==> config.mk <==
export PLATFORM = sky130hd
export DESIGN_NAME = cdc_fanout_tx
export DESIGN_NICKNAME = d
export VERILOG_FILES = /design/src/rtl/cdc_fanout_pkg.sv /design/src/rtl/sync_2ff.sv /design/src/rtl/cdc_fanout_tx.sv
export SDC_FILE = /design/constraint.sdc
export NUM_CORES = 1
export LEC_CHECK = 0
export CORE_MARGIN = 2
export CORE_UTILIZATION = 42
export CTS_CLUSTER_SIZE = 40
export DETAILED_ROUTE_END_ITERATION = 10
export PLACE_DENSITY = 0.73
export SLEW_MARGIN = 10
export SYNTH_ARGS = -nofsm -noshare
export SYNTH_HDL_FRONTEND = slang
export SYNTH_SLANG_ARGS = --single-unit
==> constraint.sdc <==
create_clock -name clk -period 1.7 [get_ports clk]
set_input_delay 0.17 -clock clk [delete_from_list [all_inputs] [get_ports clk]]
set_output_delay 0.17 -clock clk [all_outputs]
set_load 0.05 [all_outputs]
==> src/rtl/cdc_fanout_pkg.sv <==
// rtl/cdc_fanout_pkg.sv - shared types and constants for the fan-out launcher
package cdc_fanout_pkg;

  typedef enum logic [1:0] {
    IDLE      = 2'd0,
    LAUNCH    = 2'd1,
    WAIT_ACK  = 2'd2,
    WAIT_DROP = 2'd3
  } state_e;

  localparam int SYNC_DEPTH = 2;

endpackage

==> src/rtl/sync_2ff.sv <==
// rtl/sync_2ff.sv - single-bit multi-flop synchronizer, async active-low reset to 0
module sync_2ff
  import cdc_fanout_pkg::*;
(
  input  logic clk,
  input  logic rst_n,
  input  logic d_i,
  output logic q_o
);

  logic [SYNC_DEPTH-1:0] sync_q;

  always_ff @(posedge clk or negedge rst_n) begin
    if (!rst_n) begin
      sync_q <= '0;
    end else begin
      sync_q <= {sync_q[SYNC_DEPTH-2:0], d_i};
    end
  end

  assign q_o = sync_q[SYNC_DEPTH-1];

endmodule

==> src/rtl/cdc_fanout_tx.sv <==
// rtl/cdc_fanout_tx.sv - broadcasts one word to N_DEST async domains over per-domain req/ack
// Optional handshake timeout enabled by defining CDC_FANOUT_TIMEOUT_EN.
module cdc_fanout_tx
  import cdc_fanout_pkg::*;
#(
  parameter int N_DEST         = 3,
  parameter int DATA_W         = 8,
  parameter int TIMEOUT_CYCLES = 1024
) (
  input  logic              clk,
  input  logic              rst_n,
  input  logic              src_valid,
  output logic              src_ready,
  input  logic [DATA_W-1:0] src_data,
  input  logic [N_DEST-1:0] dest_en,
  output logic [DATA_W-1:0] data_o,
  output logic [N_DEST-1:0] req_o,
  input  logic [N_DEST-1:0] ack_i,
  output logic              done_o,
  output logic              err_o,
  input  logic              err_clr
);

  state_e            state_q, state_d;
  logic [DATA_W-1:0] data_q, data_d;
  logic [N_DEST-1:0] mask_q, mask_d;
  logic [N_DEST-1:0] req_q, req_d;
  logic [N_DEST-1:0] ack_s, ack_m;
  logic              done_q, done_d;
  logic              accept, all_ack, none_ack, timeout, abort;

  for (genvar i = 0; i < N_DEST; i++) begin : g_sync
    sync_2ff u_sync (
      .clk  (clk),
      .rst_n(rst_n),
      .d_i  (ack_i[i]),
      .q_o  (ack_s[i])
    );
  end

  // Acks outside the captured mask never influence progress.
  assign ack_m     = ack_s & mask_q;
  assign all_ack   = (ack_m == mask_q);
  assign none_ack  = (ack_m == '0);
  assign src_ready = (state_q == IDLE);
  assign accept    = src_valid && src_ready;

  always_ff @(posedge clk or negedge rst_n) begin
    if (!rst_n) begin
      state_q <= IDLE;
      data_q  <= '0;
      mask_q  <= '0;
      req_q   <= '0;
      done_q  <= 1'b0;
    end else begin
      state_q <= state_d;
      data_q  <= data_d;
      mask_q  <= mask_d;
      req_q   <= req_d;
      done_q  <= done_d;
    end
  end

  always_comb begin
    state_d = state_q;
    abort   = 1'b0;
    unique case (state_q)
      IDLE:      if (accept) state_d = LAUNCH;
      LAUNCH:    state_d = (mask_q == '0) ? IDLE : WAIT_ACK;
      WAIT_ACK: begin
        if (all_ack) begin
          state_d = WAIT_DROP;
        end else if (timeout) begin
          state_d = IDLE;
          abort   = 1'b1;
        end
      end
      WAIT_DROP: begin
        if (none_ack) begin
          state_d = IDLE;
        end else if (timeout) begin
          state_d = IDLE;
          abort   = 1'b1;
        end
      end
      default:   state_d = IDLE;
    endcase
  end

  always_comb begin
    data_d = accept ? src_data : data_q;
    mask_d = accept ? dest_en  : mask_q;
    req_d  = req_q;
    if (state_q == LAUNCH) begin
      req_d = mask_q;
    end else if ((state_q == WAIT_ACK && all_ack) || abort) begin
      req_d = '0;
    end
    done_d = ((state_q == LAUNCH) && (mask_q == '0)) ||
             ((state_q == WAIT_DROP) && none_ack);
  end

  assign data_o = data_q;
  assign req_o  = req_q;
  assign done_o = done_q;

`ifdef CDC_FANOUT_TIMEOUT_EN
  logic [15:0] cnt_q, cnt_d;
  logic        err_q, err_d;
  logic        waiting;

  assign waiting = (state_q == WAIT_ACK) || (state_q == WAIT_DROP);
  assign timeout = waiting && (cnt_q == 16'(TIMEOUT_CYCLES - 1));
  assign cnt_d   = (!waiting || (state_d != state_q)) ? 16'd0 : cnt_q + 16'd1;
  // A timeout in the same cycle as err_clr keeps the flag set.
  assign err_d   = abort ? 1'b1 : (err_clr ? 1'b0 : err_q);

  always_ff @(posedge clk or negedge rst_n) begin
    if (!rst_n) begin
      cnt_q <= '0;
      err_q <= 1'b0;
    end else begin
      cnt_q <= cnt_d;
      err_q <= err_d;
    end
  end

  assign err_o = err_q;
`else
  localparam int UNUSED_TIMEOUT_CYCLES = TIMEOUT_CYCLES;
  logic unused_err_clr;

  assign unused_err_clr = err_clr;
  assign timeout        = 1'b0;
  assign err_o          = 1'b0;
`endif

endmodule

Word-level counts from Yosys, hierarchy flattened
Cells that the tools add are included.
- bits in registers: 23
- word-level logic and storage cells: 33
- equality and inequality tests: 7
- muxes and demuxes: 7
- reductions and logical operators: 10
- bitwise logic cells: 1
- operators with widths (kind ; number):
    2-to-1 mux 2 bit ; 4
    case mux 2 bit (4 select lines) ; 1
    logical NOT 3 bit ; 2
    2-to-1 mux 3 bit ; 2
    == test 2 bit, second input constant ; 2
    logical AND 1 bit ; 4
    != test 2 bit, second input constant ; 2
    bitwise AND 3 bit ; 1
    == test 3 bit ; 1
    AND reduction 3 bit ; 1
    == test 2 x 1 -> 1 bit, second input constant ; 1
    logical NOT 2 bit ; 1
    != test 2 x 1 -> 1 bit, second input constant ; 1
    nonzero test 2 bit ; 1
    logical OR 1 bit ; 1

Depth between registers and ports, before layout
- depth in word-level cells: 5
- mapped depth: 4

Cells and area by module
A second synthesis with hierarchy kept.
- cells, all modules: 65
- area total of the unflattened synthesis: 948.4 sq um
- modules (own cells, without submodules) (module ; cells an instance ; times used ; area an instance (sq um) ; sequential area each (sq um)):
    cdc_fanout_tx ; 59 ; 1 ; 798.3 ; 425.4
    sync_2ff ; 2 ; 3 ; 50.0 ; 50.0

Least setup slack after synthesis
No wires, ideal clock.
- path type: register to register
- start: register with a tool-made name
- end: register data_q[0], in the netlist data_o[0]
- setup time: 127 ps
- buffers on the path: 1
- stages on the path, launching flop included: 5
- period minus slack after synthesis: 1968 ps
- arrival: 1841 ps
- path slack: -268 ps
- data required time: 1573 ps
- path through: dfrtp_1 -> nor2_1 -> and2_4 -> buf_6 -> mux2_1
- RTL lines (element ; line ; RTL):
    end signal, assigned ; cdc_fanout_tx.sv:57 ; data_q <= data_d;
    end, declared ; cdc_fanout_tx.sv:25 ; logic [DATA_W-1:0] data_q, data_d;

Worst setup path in the final report
- start: register data_q[2], in the netlist data_o[2]
- end: output port data_o[2]
- RTL lines (element ; line ; RTL):
    end, declared ; cdc_fanout_tx.sv:16 ; output logic [DATA_W-1:0] data_o,
No word-level cell between the ends.

==> summary.md <==
| Metric | Value |
|---|---|
| Global route total overflow | 0 |
| CP Depth | 1 |
| Worst setup SP type | flop |
| Netlist cell types | 20 |
| Mean post-synth cell area | ~15 sq um |
| Worst-path maximum fanout | 2 |
| Sequential area share after synthesis | 0.652 |
| CP Class | flop to primary output |
| Status | finished clean |
| TritonCTS Sinks | 23 |
| Root Driver | clkbuf_4 |
| Yosys top cell by area | dfrtp_1 |
| Initial antenna violation count | 0 |
| Hpwl dp | about 1100 microns |
| Num CTS Buffers | 3 |
| Pre-CTS setup slack | about 0.29 ns |
| Initial core utilization | 0.446 |
| Hold buffers post-CTS | 0 |
| First-pass GRT wire length | 2340 microns |
| Total GRT Usage | 0.131 |
| Slew headroom | 0.658 |
| Routed wire per std cell | 11.8 microns |
| Pwr/cell area | 1950 nW/um^2 |
| H-tree depth | 1 |
| Seq cells post-synth | 23 |
| Slew @ Worst Pin | a little over 0.5 ns |
| Number of diodes | 0 |
| Reg clk slew, reported paths | 0.11 ns |
| Crit-path slowest cell | clkdlybuf4s50_1 |
| CTS Buffer Depth | 2 |
| Via density | between 4 and 5 |
| Core Util, Final | 0.622 |
| Fin crit share | 0.970 |
| Setup Viol. Count Final | 0 |
| Critical path endpoint category | primary output |
| Clock share of power | 0.098 |
| Final hold violations | 0 |
| DRT iter0 DRCs | 3 |
| Post-CTS setup buffer count | 0 |
| Worst r2r path cells | 3 |
| Ranking of synthesized cells by area | dfrtp_1 65%, mux2_1 13%, mux2i_1 3.4%, a2111oi_4 3.1%, nor2_1 2.1% |
| Max-cap violations | 0 |
| Remaining antenna violation count | 0 |
| Worst Setup Slack, final | 0.0509 ns |
| Via count | 555 |
| Post-route DRC | 0 |
| Vert. Die Dim | 49.9 microns |
| Syn Nets | 78 |
| WP data arrival | 1.48 ns |
| Cell family with most CP delay | buffers and inverters |
| Buffers on Ports | 29 |
| Worst EP required | about 1.5 ns |
| Setup TNS | 0 ns |
| Die ar. | between 2000 and 2500 sq um |
| Mapped Cells | 60 |
| Largest net degree at the start of global routing | 24 |
| Final Net Count | 111 |
| Leakage | roughly 0.00056 uW |
| Area growth syn-to-layout | 39.5% |
| Buf+Inv Stages, Crit Path | 1 |
| Flop pwr share | 0.379 |
| Synth Cell Area | just under 900 sq um |
| RSZ-0062 raised after global routing | no |
| Worst vdd ir | 1220 uV |
| Core Area | around 2000 sq um |
| Combinational power share | 0.524 |
| Internal power | between 1000 and 1500 uW |
| Std-Cell Rows | 16 |
| Max Clock Skew | a little under 0.006 ns |
| Clock period minus final worst setup slack | 1.65 ns |
| Vias in the first global route | 530 |
| Final WL | 1410 microns |
| Area share of the largest cell type after synthesis | 0.652 |
| Power, Total | 2410 uW |
| Synth warn | 0 |
| Switch share | 0.446 |
| Ports | 32 |
| DRT Pass-1 Iters | 4 |
| Max Freq | between 0.6 and 0.7 GHz |
| Critical path, cell by cell | clkdlybuf4s50_1 |
| CTS tree | built |
| Worst-Skew Late Latency | around 0.30 ns |
| Share of layout cells above drive strength 1 | 0.0978 |
| Pins Over Slew Limit | 0 |
| Slowest stage delay, CP | 0.82 ns |
| DIE WIDTH | 49.9 microns |
| Hold Path Class | input pin to async pin |
| RePlAce Congestion | 0.788 |
| P_sw | 1080 uW |
[Yosys cell counts]
| library cell | instances |
|---|---|
| dfrtp_1 | 23 |
| a31oi_1 | 1 |
| or3_1 | 2 |
| nand3_1 | 1 |
| nor2b_1 | 2 |
| nand2b_1 | 2 |
| a222oi_1 | 1 |
| o21ai_0 | 1 |
| nand2_1 | 1 |
| mux2_2 | 1 |
| mux2_1 | 10 |
| conb_1 | 1 |
| buf_6 | 1 |
| and2_4 | 1 |
| buf_4 | 1 |
| a2111oi_4 | 1 |
| a21oi_1 | 1 |
| nor2_1 | 5 |
| mux2i_1 | 3 |
| inv_1 | 1 |
[cell families after synthesis]
logic type / count (synthesis) / synth area share
AO/OA/AOI/OAI: 5 / 0.0609
flip-flops: 23 / 0.652
AND/OR/NAND/NOR: 14 / 0.0836
multiplexers: 14 / 0.174
other: 1 / 0.00425
buffers and inverters: 3 / 0.0255
[power by group through the flow]
| stage | Sequential, uW | Combinational, uW | Clock [uW] |
|---|---|---|---|
| global route | 945 | 1330 | 269 |
| CTS | 917 | 1280 | 248 |
| floorplan | 1400 | 395 | 0 |
| detailed placement | 928 | 1270 | 0 |
| global placement | 919 | 1260 | 0 |
| finish | 912 | 1260 | 235 |
[registers in the layout (all words and copies together), names as in the netlist, named ones only]
name,count
g_sync.u_sync.sync_q,6
data_o,8
req_o,3
done_o,1
state_q,1
mask_q,3
[what timing repair did]
item / CTS / global route
endpoints found under the hold margin: 0 / 0
gates resized for setup: 0 / 2
endpoints found under the setup margin: 0 / 2
[worst paths after layout]
kind                                             from                         end  slack [ns]
hold reg to reg            g_sync[2].u_sync.sync_q[0]  g_sync[2].u_sync.sync_q[1]        0.36
hold / removal                                  rst_n                    req_o[1]        0.22
min in group clk                             ack_i[2]  g_sync[2].u_sync.sync_q[0]        0.30
max in group asynchronous                       rst_n                   data_o[1]        1.26
setup reg to reg                            mask_q[2]                  state_q[0]        0.26
setup / recovery                            data_o[2]                   data_o[2]        0.05
[layout make-up]
type | instances | area, sq um
fillers | 143 | 749
flip-flops and latches | 23 | 576
repair buffers | 30 | 300
multi-input cells | 34 | 293
well taps | 27 | 33.8
clock buffers | 4 | 26.3
inverters | 1 | 3.75
[cell usage in the layout (no fill, tap or decap)]
cell,synthesis,layout
a2111oi_4,1,1
a21oi_1,1,1
a222oi_1,1,1
a31oi_1,1,1
and2_4,1,1
buf_4,1,2
clkbuf_1,0,1
clkbuf_4,0,3
clkdlybuf4s50_1,0,26
conb_1,1,1
dfrtp_1,23,23
dlymetal6s2s_1,0,2
inv_1,1,1
mux2_1,10,10
mux2_2,1,1
mux2i_1,3,3
nand2_1,1,1
nand2b_1,2,2
nand3_1,1,1
nor2_1,5,4
nor2_4,0,1
nor2b_1,2,2
o21ai_0,1,1
or3_1,2,2
[per-stage QoR]
| step | cells | hold WS (ns) | area, sq um |
|---|---|---|---|
| floorplan | 60 | -0.126 | 891 |
| global placement | 115 | 0.332 | 1200 |
| detailed placement | 115 | 0.336 | 1200 |
| CTS | 119 | 0.218 | 1230 |
| global route | 119 | 0.233 | 1230 |
| finish | 119 | 0.216 | 1230 |
[metal layers]
layer / share of wire / vias to the layer above / track usage
li1: - / 267 / -
met5: 0 / - / 0
met2: 0.46 / 24 / 0.207
met3: 0.076 / 4 / 0.0485
met1: 0.44 / 260 / 0.155
met4: 0.024 / 0 / 0.0694
No activity file was read; power rests on OpenSTA's default activity.
